## config.mk

```make
export PLATFORM = sky130hd
export DESIGN_NAME = motion_delta_extractor
export DESIGN_NICKNAME = d
export VERILOG_FILES = /design/src/rtl/gesture_pkg.sv /design/src/rtl/motion_delta_extractor.sv
export SDC_FILE = /design/constraint.sdc
export NUM_CORES = 1
export LEC_CHECK = 0
export BUFFER_PORTS_ARGS = -buffer_cell sky130_fd_sc_hd__clkbuf_2
export CORE_AREA = 2 2 102 104
export CTS_BUF_LIST = sky130_fd_sc_hd__clkbuf_4
export DETAILED_ROUTE_END_ITERATION = 6
export DIE_AREA = 0 0 104 106
export PLACE_DENSITY = 0.75
export SYNTH_ARGS = -nofsm -noshare
export SYNTH_HDL_FRONTEND = slang
export SYNTH_SLANG_ARGS = --single-unit
```

## constraint.sdc

```tcl
create_clock -name clk -period 8.8 [get_ports clk]
set_input_delay 0.44 -clock clk [delete_from_list [all_inputs] [get_ports clk]]
set_output_delay 0.44 -clock clk [all_outputs]
set_load 0.02 [all_outputs]
```

## src/rtl/gesture_pkg.sv

```systemverilog
// Shared types and constants for the gesture front end and classifier.
// Holds FSM/end-cause encodings, gesture codes, default widths and a signed-abs helper.
package gesture_pkg;

    typedef enum logic [1:0] {
        ST_IDLE  = 2'd0,
        ST_TRACK = 2'd1,
        ST_EMIT  = 2'd2,
        ST_HOLD  = 2'd3
    } state_t;

    typedef enum logic {
        CAUSE_RELEASE = 1'b0,
        CAUSE_TIMEOUT = 1'b1
    } end_cause_t;

    localparam logic [1:0] GEST_UP    = 2'd0;
    localparam logic [1:0] GEST_DOWN  = 2'd1;
    localparam logic [1:0] GEST_LEFT  = 2'd2;
    localparam logic [1:0] GEST_RIGHT = 2'd3;

    localparam int DEFAULT_DATA_BITS = 16;

    function automatic logic [31:0] abs_s(input logic signed [31:0] v);
        return (v < 0) ? $unsigned(-v) : $unsigned(v);
    endfunction

endpackage

```

## src/rtl/motion_delta_extractor.sv

```systemverilog
// Purpose: turns absolute contact samples into one signed movement vector per stroke (MOTION_SMOOTH_EN: IIR-smoothed end point).
// Latency: delta_valid 2 cycles after the terminating sample.
// Backpressure: none; samples arriving in the one-cycle EMIT state are dropped.
module motion_delta_extractor
    import gesture_pkg::*;
#(
    parameter int COORD_BITS  = 10,
    parameter int DATA_BITS   = DEFAULT_DATA_BITS,
    parameter int MIN_SAMPLES = 4,
    parameter int MAX_SAMPLES = 64,
    parameter int DEADZONE    = 8
) (
    input  logic                  clk,
    input  logic                  rst_n,
    input  logic                  sample_valid,
    input  logic [COORD_BITS-1:0] sample_x,
    input  logic [COORD_BITS-1:0] sample_y,
    input  logic                  contact,
    output logic                  delta_valid,
    output logic [DATA_BITS-1:0]  delta_x,
    output logic [DATA_BITS-1:0]  delta_y,
    output logic                  busy
);

    localparam int CNT_W = $clog2(MAX_SAMPLES + 1);

    state_t                       state_q, state_d;
    end_cause_t                   cause_q, cause_d;
    logic [COORD_BITS-1:0]        start_x_q, start_x_d, start_y_q, start_y_d;
    logic [COORD_BITS-1:0]        last_x_q, last_x_d, last_y_q, last_y_d;
    logic [CNT_W-1:0]             count_q, count_d;
    logic                         delta_valid_q, delta_valid_d;
    logic signed [DATA_BITS-1:0]  delta_x_q, delta_x_d, delta_y_q, delta_y_d;

    logic signed [DATA_BITS-1:0]  dx, dy;
    logic [COORD_BITS-1:0]        new_x, new_y;
    logic                         emit_ok;

`ifdef MOTION_SMOOTH_EN
    localparam int SW = COORD_BITS + 2;
    logic signed [SW-1:0] step_x, step_y, sum_x, sum_y;

    always_comb begin
        step_x = ($signed({2'b00, sample_x}) - $signed({2'b00, last_x_q})) >>> 2;
        step_y = ($signed({2'b00, sample_y}) - $signed({2'b00, last_y_q})) >>> 2;
        sum_x  = $signed({2'b00, last_x_q}) + step_x;
        sum_y  = $signed({2'b00, last_y_q}) + step_y;
    end

    assign new_x = sum_x[COORD_BITS-1:0];
    assign new_y = sum_y[COORD_BITS-1:0];
`else
    assign new_x = sample_x;
    assign new_y = sample_y;
`endif

    // Screen y grows downward; the classifier wants up as positive.
    assign dx = $signed(DATA_BITS'(last_x_q)) - $signed(DATA_BITS'(start_x_q));
    assign dy = $signed(DATA_BITS'(start_y_q)) - $signed(DATA_BITS'(last_y_q));

    assign emit_ok = (32'(count_q) >= 32'(MIN_SAMPLES)) &&
                     ((abs_s(32'(dx)) > 32'(DEADZONE)) || (abs_s(32'(dy)) > 32'(DEADZONE)));

    always_comb begin
        state_d       = state_q;
        cause_d       = cause_q;
        start_x_d     = start_x_q;
        start_y_d     = start_y_q;
        last_x_d      = last_x_q;
        last_y_d      = last_y_q;
        count_d       = count_q;
        delta_valid_d = 1'b0;
        delta_x_d     = delta_x_q;
        delta_y_d     = delta_y_q;

        case (state_q)
            ST_IDLE: begin
                if (sample_valid && contact) begin
                    start_x_d = sample_x;
                    start_y_d = sample_y;
                    last_x_d  = sample_x;
                    last_y_d  = sample_y;
                    count_d   = CNT_W'(1);
                    state_d   = ST_TRACK;
                end
            end
            ST_TRACK: begin
                if (sample_valid) begin
                    if (contact) begin
                        last_x_d = new_x;
                        last_y_d = new_y;
                        if (count_q != CNT_W'(MAX_SAMPLES))
                            count_d = count_q + CNT_W'(1);
                        if (count_q == CNT_W'(MAX_SAMPLES - 1)) begin
                            cause_d = CAUSE_TIMEOUT;
                            state_d = ST_EMIT;
                        end
                    end else begin
                        cause_d = CAUSE_RELEASE;
                        state_d = ST_EMIT;
                    end
                end
            end
            ST_EMIT: begin
                if (emit_ok) begin
                    delta_x_d     = dx;
                    delta_y_d     = dy;
                    delta_valid_d = 1'b1;
                end
                state_d = (cause_q == CAUSE_TIMEOUT) ? ST_HOLD : ST_IDLE;
            end
            ST_HOLD: begin
                // A timed-out stroke stays latched until the finger lifts.
                if (sample_valid && !contact)
                    state_d = ST_IDLE;
            end
            default: state_d = ST_IDLE;
        endcase
    end

    always_ff @(posedge clk or negedge rst_n) begin
        if (!rst_n) begin
            state_q       <= ST_IDLE;
            cause_q       <= CAUSE_RELEASE;
            start_x_q     <= '0;
            start_y_q     <= '0;
            last_x_q      <= '0;
            last_y_q      <= '0;
            count_q       <= '0;
            delta_valid_q <= 1'b0;
            delta_x_q     <= '0;
            delta_y_q     <= '0;
        end else begin
            state_q       <= state_d;
            cause_q       <= cause_d;
            start_x_q     <= start_x_d;
            start_y_q     <= start_y_d;
            last_x_q      <= last_x_d;
            last_y_q      <= last_y_d;
            count_q       <= count_d;
            delta_valid_q <= delta_valid_d;
            delta_x_q     <= delta_x_d;
            delta_y_q     <= delta_y_d;
        end
    end

    assign delta_valid = delta_valid_q;
    assign delta_x     = delta_x_q;
    assign delta_y     = delta_y_q;
    assign busy        = (state_q != ST_IDLE);

endmodule

```

== Word-level counts from Yosys, hierarchy flattened ==
Cells that the tools add are included.

* $add $sub $neg: 5
* Reduce and logical (&&, ||, !) cells: 14
* $mul: 0
* Multiplexer cells: 26
* Bitwise gates (word level): 0
* Order comparisons: 5
* Equal/unequal tests: 12
* Div/mod/pow operators: 0
* Shifts and indexed selects: 0

{| class="wikitable"
|+ Operator list
! kind !! number
|-
| > comparator 32 x 4 -> 1 bit, second input constant || 2
|-
| two-way mux 32 bit || 2
|-
| negator 11 -> 32 bit || 2
|-
| two-way mux 10 bit || 6
|-
| one-hot mux 10 bit (2 select lines) || 2
|-
| two-way mux 7 bit || 4
|-
| < comparator 11 x 1 -> 1 bit, second input constant || 2
|-
| subtractor 10 x 10 -> 11 bit || 2
|-
| one-hot mux 7 bit (2 select lines) || 1
|-
| two-way mux 2 bit || 6
|-
| != test 2 bit, second input constant || 5
|-
| one-hot mux 2 bit (4 select lines) || 1
|-
| AND reduction 4 bit || 2
|-
| adder 7 x 1 -> 7 bit, second input constant || 1
|-
| == test 7 x 6 -> 1 bit, second input constant || 1
|-
| >= comparator 7 x 3 -> 1 bit, second input constant || 1
|-
| != test 7 bit, second input constant || 1
|-
| AND reduction 5 bit || 1
|-
| == test 2 bit, second input constant || 2
|-
| two-way mux 1 bit || 4
|-
| AND reduction 2 bit || 2
|-
| nonzero test 2 bit || 2
|-
| logical AND 1 bit || 3
|-
| != test 3 bit, second input constant || 1
|-
| other kinds (6) || 6
|}

* Output and inout bits: 34
* ROM bits: 0
* RAM bits: 0
* Bits in registers: 73
* Input port bits: 24
* Memories: 0
* Latch bits: 0

== Logic depth before layout (Yosys ltp) ==
Gate-level depths: netlist of run 1.

* Depth in word-level cells: 8
* Gate-level depth with buffers: 16

== Least setup slack after synthesis of run 1 ==
OpenSTA, ideal clock, no wires.

* Path kind: flip-flop to flip-flop
* From: reg start_y_q[0]
* To: reg delta_x_q[10], in the netlist delta_x[10]
* Arrival time: 3.409 ns
* Slack: 5.266 ns
* Period minus slack after synthesis: 3.534 ns
* Setup time: 0.125 ns
* Path buffers: 1
* Stages on the path, launching flop included: 16
* Cells stage by stage: dfrtp_1 > inv_1 > ha_1 > inv_1 > fa_1 > a21o_1 > a221oi_2 > xnor2_1 > nor4_2 > or3b_1 > and2_1 > mux2i_1 > a221oi_2 > a21oi_4 > buf_6 > mux2_4

* Cells in the longest elaborated chain, start to end: 7
* Elaborated cells on any way between the ends: 8

{| class="wikitable"
|+ RTL lines
! item !! line !! source
|-
| start: declaration || motion_delta_extractor.sv:29 || <nowiki>logic [COORD_BITS-1:0] start_x_q, start_x_d, start_y_q, start_y_d;</nowiki>
|-
| start signal: assignment || motion_delta_extractor.sv:137 || <nowiki>start_y_q <= start_y_d;</nowiki>
|-
| subtractor 10 x 10 -> 11 bit * || motion_delta_extractor.sv:59 || <nowiki>assign dy = $signed(DATA_BITS'(start_y_q)) - $signed(DATA_BITS'(last_y_q));</nowiki>
|-
| negator 11 -> 32 bit or < comparator 11 x 1 -> 1 bit (tied branches) || gesture_pkg.sv:25 || <nowiki>return (v < 0) ? $unsigned(-v) : $unsigned(v);</nowiki>
|-
| two-way mux 32 bit * || gesture_pkg.sv:25 ||
|-
| > comparator 32 x 4 -> 1 bit * || motion_delta_extractor.sv:62 || <nowiki>((abs_s(32'(dx)) > 32'(DEADZONE)) || (abs_s(32'(dy)) > 32'(DEADZONE)));</nowiki>
|-
| logical OR 1 bit * || motion_delta_extractor.sv:62 ||
|-
| logical AND 1 bit * || motion_delta_extractor.sv:61 || <nowiki>assign emit_ok = (32'(count_q) >= 32'(MIN_SAMPLES)) &&</nowiki>
|-
| AND reduction 2 bit (no line) * || n/a ||
|-
| end signal: assignment || motion_delta_extractor.sv:142 || <nowiki>delta_x_q <= delta_x_d;</nowiki>
|-
| end: declaration || motion_delta_extractor.sv:33 || <nowiki>logic signed [DATA_BITS-1:0] delta_x_q, delta_x_d, delta_y_q, delta_y_d;</nowiki>
|}

Every way passes the cells marked *; elsewhere a longest branch is shown, timed or not.
A chain may end at the register's enable or synchronous reset.

== Worst setup path in the final report of run 1 ==
* From: reg start_y_q[0]
* To: reg delta_y_q[1], in the netlist delta_y[1]

* Cells in the longest elaborated chain, start to end: 7
* Elaborated cells on any way between the ends: 8

{| class="wikitable"
|+ RTL lines
! item !! line !! source
|-
| subtractor 10 x 10 -> 11 bit * || motion_delta_extractor.sv:59 ||
|-
| negator 11 -> 32 bit or < comparator 11 x 1 -> 1 bit (tied branches) || gesture_pkg.sv:25 ||
|-
| two-way mux 32 bit || gesture_pkg.sv:25 ||
|-
| > comparator 32 x 4 -> 1 bit || motion_delta_extractor.sv:62 ||
|-
| logical OR 1 bit || motion_delta_extractor.sv:62 ||
|-
| logical AND 1 bit || motion_delta_extractor.sv:61 ||
|-
| AND reduction 2 bit (no line) || n/a ||
|-
| end signal: assignment || motion_delta_extractor.sv:143 || <nowiki>delta_y_q <= delta_y_d;</nowiki>
|-
| end: declaration || motion_delta_extractor.sv:33 ||
|}

Marked as above.

==> results of run 1 <==
==> cells in the final DEF, fill, tap and decap left out, types with 8 or more instances in the layout <==
master / synthesis / layout
mux2_2: 35 / 35
dfrtp_1: 73 / 73
mux2i_1: 9 / 9
ha_1: 23 / 23
clkbuf_2: 0 / 56
mux2_4: 13 / 13
clkbuf_4: 0 / 10
o21ai_0: 21 / 21
nand2_1: 36 / 36
nor2b_1: 9 / 9
inv_1: 36 / 36
xnor2_1: 10 / 10
a21o_1: 8 / 8
a21oi_1: 12 / 12
nor2_1: 19 / 18
==> per-layer routing <==
layer  vias to the layer above  GRT usage (%)  part of all wire (%)
met5                         -              0                     0
met4                         0          6.274                   1.7
met3                        13          2.820                   3.9
met2                        62          29.84                    50
met1                      1580          20.00                    44
li1                       1579              -                     -
==> through the flow <==
| stage | util (%) | hold WS, ps | cells | cell area (sq um) | setup WS [ps] |
|---|---|---|---|---|---|
| after floorplan | - | 144.4 | 421 | 4436 | 5266 |
| after global placement | 47.76 | 488.6 | 596 | 4776 | 4677 |
| after detailed placement | 47.76 | 495.1 | 596 | 4776 | 4488 |
| after CTS | 48.86 | 219.7 | 612 | 4886 | 4489 |
| after global routing | 48.86 | 224.7 | 612 | 4886 | 4179 |
| final | 48.86 | 217.8 | 612 | 4886 | 4512 |
==> cell families after synthesis <==
logic type / count (synthesis) / share of synthesized area, %
compound gates: 82 / 13.85
xor+xnor: 17 / 3.526
fa+ha+maj: 25 / 7.391
buf+inv: 57 / 6.206
flops: 73 / 41.18
mux: 57 / 15.32
simple gates: 110 / 12.52
==> path summary, 6_finish.rpt <==
kind | startpoint | end | slack [ps] | cells after the start
min in group clk | sample_x[6] | start_x_q[6] | 230 | 3
max in group asynchronous | rst_n | start_x_q[2] | 7980 | 2
worst max register to register | start_y_q[0] | delta_y[1] | 4510 | 14
worst min-delay path | rst_n | delta_y[7] | 220 | 2
worst max-delay path | start_y_q[0] | delta_y[1] | 4510 | 14
worst min register to register | last_y_q[1] | last_y_q[1] | 520 | 1
==> critical path, cell delays in order, from the launching register on <==
cell and delay, ps:
dfrtp_1 380, inv_1 70, ha_1 160, inv_1 50, fa_1 440, a21o_1 210, a221oi_2 300, xnor2_1 200
nor4_2 370, or3b_1 420, and2_1 170, mux2i_1 160, a221oi_2 70, a21oi_4 770, mux2_2 410
==> registers in the layout (all words and copies together) (netlist names) <==
signal / count
cause_q: 1
count_q: 7
delta_valid: 1
delta_x: 11
delta_y: 11
last_x_q: 10
last_y_q: 10
start_x_q: 10
start_y_q: 10
state_q: 2
==> area by class of cell <==
| type | count | area, sq um | share of cell area [%] |
|---|---|---|---|
| repair buffers | 60 | 307.8 | 6.300 |
| clock buffers | 10 | 75.07 | 1.536 |
| flip-flops and latches | 73 | 1827 | 37.39 |
| multi-input cells | 291 | 2336 | 47.81 |
| clock inverters | 6 | 35.03 | 0.7170 |
| well taps | 136 | 170.2 | 3.483 |
| inverters | 36 | 135.1 | 2.766 |
==> impl_metrics.csv, run 1 <==
group,metric,value,unit
grt,grt_max_degree,74,
yosys,synthArstFlopShare,100.0,%
clocking,cts_tree,"done",
yosys,synth_area_leaders,"dfrtp_1 41%, mux2_2 8.9%, ha_1 6.5%",
routing,viasPerCell,5.284,
timing,tns,0,ps
cells_and_area,fillers,949,
timing,drv_slew,0,
floorplanning,pin_count,58,
cells_and_area,drive_gt1_share,28.99,%
yosys,netlist.area_leader.share,41.18,%
cells_and_area,synthToLayoutAreaGrowth,10.16,%
yosys,syn_inst,421,
clocking,cts_max_level,3,
timing,max_freq,233.2,MHz
routing,post_drt_wl_per_cell,14.25,um
yosys,synth-seq-cells,73,
timing,worst_slew_pin_slew,936.2,ps
min_path,hold_path.class,"primary input to asynchronous set/reset pin",
job,cap_violations,0,
grt,gr-total-overflow,0,
routing,drc,0,
floorplanning,fp-row-count,37,
floorplanning,die_h,106,um
critical_path,required,9120,ps
place,gp_congestion,0.8223,
grt,grt_antenna_before_repair,0,
cells_and_area,diodes,0,
yosys,ys.flop_type,"dfrtp_1",
grt,track_usage,16.62,%
yosys,ys_types,64,
floorplanning,die_w,104,um
floorplanning,die_area,11020,sq um
routing,num_vias,3234,
timing,min_period,4288,ps
clocking,cts.clk_slew.worst_paths,120,ps
timing,hold_viol_final,0,
yosys,synth_area_leader_cell,"dfrtp_1",
timing,rsz0062_at_grt,"false",
clocking,cts_sinks,73,
routing,totalWireLength,8723,um
clocking,cts_buffers,9,
clocking,ctsLongestPathBuffers,2,
critical_path,crit_type,"flip-flop to flip-flop",
yosys,syn-cell-area,4436,sq um
routing,drt_iter0_markers,157,
yosys,synth_edf_count,0,
critical_path,cp-start-kind,"flip-flop",
clocking,cts_resized,0,
clocking,clock_latency,420,ps
place,hpwl,6655,um
routing,first_pass_iters,4,
clocking,post_cts_buffers,0,
critical_path,cp_max_fo,23,
routing,ant_nets,0,
critical_path,worstSetupEndpointType,"flip-flop",
place,port-buffer-count,57,
timing,setup_violations,0,
clocking,holdBufCountCts,0,
grt,grt_pass1_wl,14970,um
yosys,syn_area_per_cell,10.54,sq um
yosys,synth.most_common_cell,"dfrtp_1",
timing,finalClockSkew,12.13,ps
cells_and_area,num-nets-final,520,
run_status,status,"completed",
timing,slew_headroom,37.45,%
grt,grt_pass1_vias,3283,
yosys,ys_seq_area_share,41.18,%
floorplanning,initial_utilization,44.36,%
yosys,yosys_warnings,0,
floorplanning,core_area,10000,sq um
yosys,synth_nets,470,
clocking,root_buffer,"clkbuf_4",
critical_path,worstPathArrival,4610,ps
yosys,synth_commonest_cells,"73 x dfrtp_1, 36 x inv_1, 36 x nand2_1",
timing,fin_crit_sh,48.72,%
Power of run 1 is not shown: default switching activity piles up to over one toggle a cycle in this logic, so the estimate is an artifact.
==> inputs of run 2 (changes only) <==
Settings changed: PLACE_DENSITY 0.75 to 0.78.
Clock period 8.8 ns to 3.7 ns, I/O delays scaled along.
==> impl_metrics.csv, run 2 (synthesized netlist as in run 1, its figures left out) <==
group,metric,value,unit
place,port-buffer-count,57,
clocking,root_buffer,"clkbuf_4",
routing,ant_nets,0,
place,hpwl,6720,um
clocking,cts_tree,"done",
min_path,holdPathStages,3,
routing,first_pass_iters,4,
critical_path,timing.rr.end,"delta_x[1]",
floorplanning,die_w,104,um
floorplanning,initial_utilization,44.36,%
cells_and_area,drive_gt1_share,40.00,%
timing,max_freq,265.8,MHz
critical_path,cp_slowest_cell,"or3b_1",
grt,track_usage,18.13,%
timing,drv_slew,0,
cells_and_area,final_common_cell,"dfrtp_1",
timing,finalClockSkew,14.75,ps
critical_path,crit_path_max_incr_delay,420,ps
routing,num_vias,3553,
clocking,ctsLongestPathBuffers,2,
timing,fin_crit_sh,101.7,%
clocking,cts_max_level,3,
timing,slew_headroom,45.71,%
cells_and_area,final_cells,681,
routing,drc,0,
timing,tns,-408.6,ps
floorplanning,die_h,106,um
job,cap_violations,0,
critical_path,regToRegStartpoint,"start_y_q[0]",
timing,worst_slew_pin_slew,813.5,ps
grt,grt_pass1_wl,16260,um
cells_and_area,fin_area,5739,sq um
grt,gr-total-overflow,0,
timing,min_period,3762,ps
grt,grt_max_degree,43,
critical_path,cp-start-kind,"flip-flop",
place,dp.cells,626,
clocking,cts_sinks,73,
critical_path,crit_chain,"inv_2 > ha_4 > inv_2 > fa_2 > a21o_1 > a221oi_4 > buf_4 > xnor2_2 > nor4_4 > or3b_1 > o21ai_1 > mux2i_4 > a221oi_4 > buf_6 > a21oi_4 > buf_6 > mux2_4",
run_status,violations,"negative setup slack",
critical_path,reg2reg_slack,-60,ps
cells_and_area,final_core_util,57.39,%
critical_path,reg2regPathDepth,17,
critical_path,critical-path-top-delay-family,"compound AO/OA/AOI/OAI gates",
timing,setup_violations,9,
critical_path,worstSetupEndpointType,"flip-flop",
cells_and_area,synthToLayoutAreaGrowth,29.39,%
critical_path,worstPathArrival,4110,ps
clocking,cts_buffers,9,
cells_and_area,fillers,813,
min_path,min_to,"start_y_q[0]",
critical_path,crit_type,"flip-flop to flip-flop",
clocking,cts.clk_slew.worst_paths,120,ps
run_status,status,"finished, violations left",
floorplanning,pin_count,58,
cells_and_area,diodes,0,
timing,hold_viol_final,0,
grt,grt_pass1_vias,3485,
routing,drt_iter0_markers,133,
grt,grt_antenna_before_repair,0,
floorplanning,core_area,10000,sq um
clocking,clock_latency,450,ps
routing,post_drt_wl_per_cell,14.97,um
timing,rsz0062_at_grt,"true",
min_path,hp-start,"sample_y[0]",
place,placed_area,5001,sq um
floorplanning,fp-row-count,37,
min_path,hold_path.class,"primary input to flip-flop",
critical_path,required,4050,ps
cells_and_area,layout_common_cells,"73 x dfrtp_1, 56 x clkbuf_2, 45 x buf_4, 36 x nand2_1, 33 x mux2_2",
place,gp_congestion,0.8298,
routing,totalWireLength,10200,um
timing,setup_ws,-62.20,ps
critical_path,cp_num_buf_inv,5,
cells_and_area,num-nets-final,589,
floorplanning,die_area,11020,sq um
routing,viasPerCell,5.217,
critical_path,cp_max_fo,5,
[run 2: cell count changes in the layout (fill, tap and decap cells not counted), sizes merged]
cell,before,now
buf,4,52
dlygate4sd3,0,19
a21oi,14,16
clkinv,4,5
clkinvlp,2,1
[run 2: timing repair]
action,CTS,global route
pin swaps,6,23
resized for setup,9,46
hold buffers,18,1
endpoints found under the setup margin,23,22
gates cloned,2,0
setup buffers,8,12
hold endpoints to repair,60,1
[run 2: area by class of cell]
cell class	instances	area (sq um)	area share [%]
inverters	36	135.1	2.354
flip-flops and latches	73	1827	31.83
well taps	136	170.2	2.965
repair buffers	127	880.8	15.35
multi-input cells	293	2616	45.59
clock buffers	10	75.07	1.308
clock inverters	6	35.03	0.6104
[run 2: worst register-to-register path: cells and delay by family, from the launching register on]
| family | cells | cell delay, ps |
|---|---|---|
| AND/OR/NAND/NOR | 2 | 600 |
| multiplexers | 2 | 410 |
| buffers and inverters | 5 | 600 |
| AO/OA/AOI/OAI | 5 | 1060 |
| adder cells (fa/ha/maj) | 2 | 540 |
| flip-flops | 1 | 390 |
| XOR/XNOR | 1 | 80 |
[run 2: how the worst max path moves through the flow]
stage,slack [ps],from,endpoint,depth (start not counted)
global placement,-270,start_y_q[0],delta_y[1],14
detailed placement,-360,start_y_q[0],delta_x[2],15
finish,-60,start_y_q[0],delta_x[1],17
global route,-200,start_y_q[0],delta_y[9],17
floorplan,170,start_y_q[0],delta_x[10],15
CTS,20,start_y_q[0],delta_y[3],15
[run 2: stage by stage]
stage / hold slack [ps] / worst slack [ps]
after floorplan: -110.6 / 165.8
after global placement: 260.5 / -269.8
after detailed placement: 275.1 / -360.7
after CTS: 0.8484 / 21.22
after global routing: 1.981 / -201.3
final: 4.041 / -62.20
[run 2: routing by layer]
layer	wire length (um)	vias to the layer above	track usage, %
met2	5221	71	31.02
met3	313	18	3.679
met4	203	0	5.502
met1	4458	1744	23.26
li1	-	1720	-
met5	0	-	0
Power of run 2 is left out for the same reason.
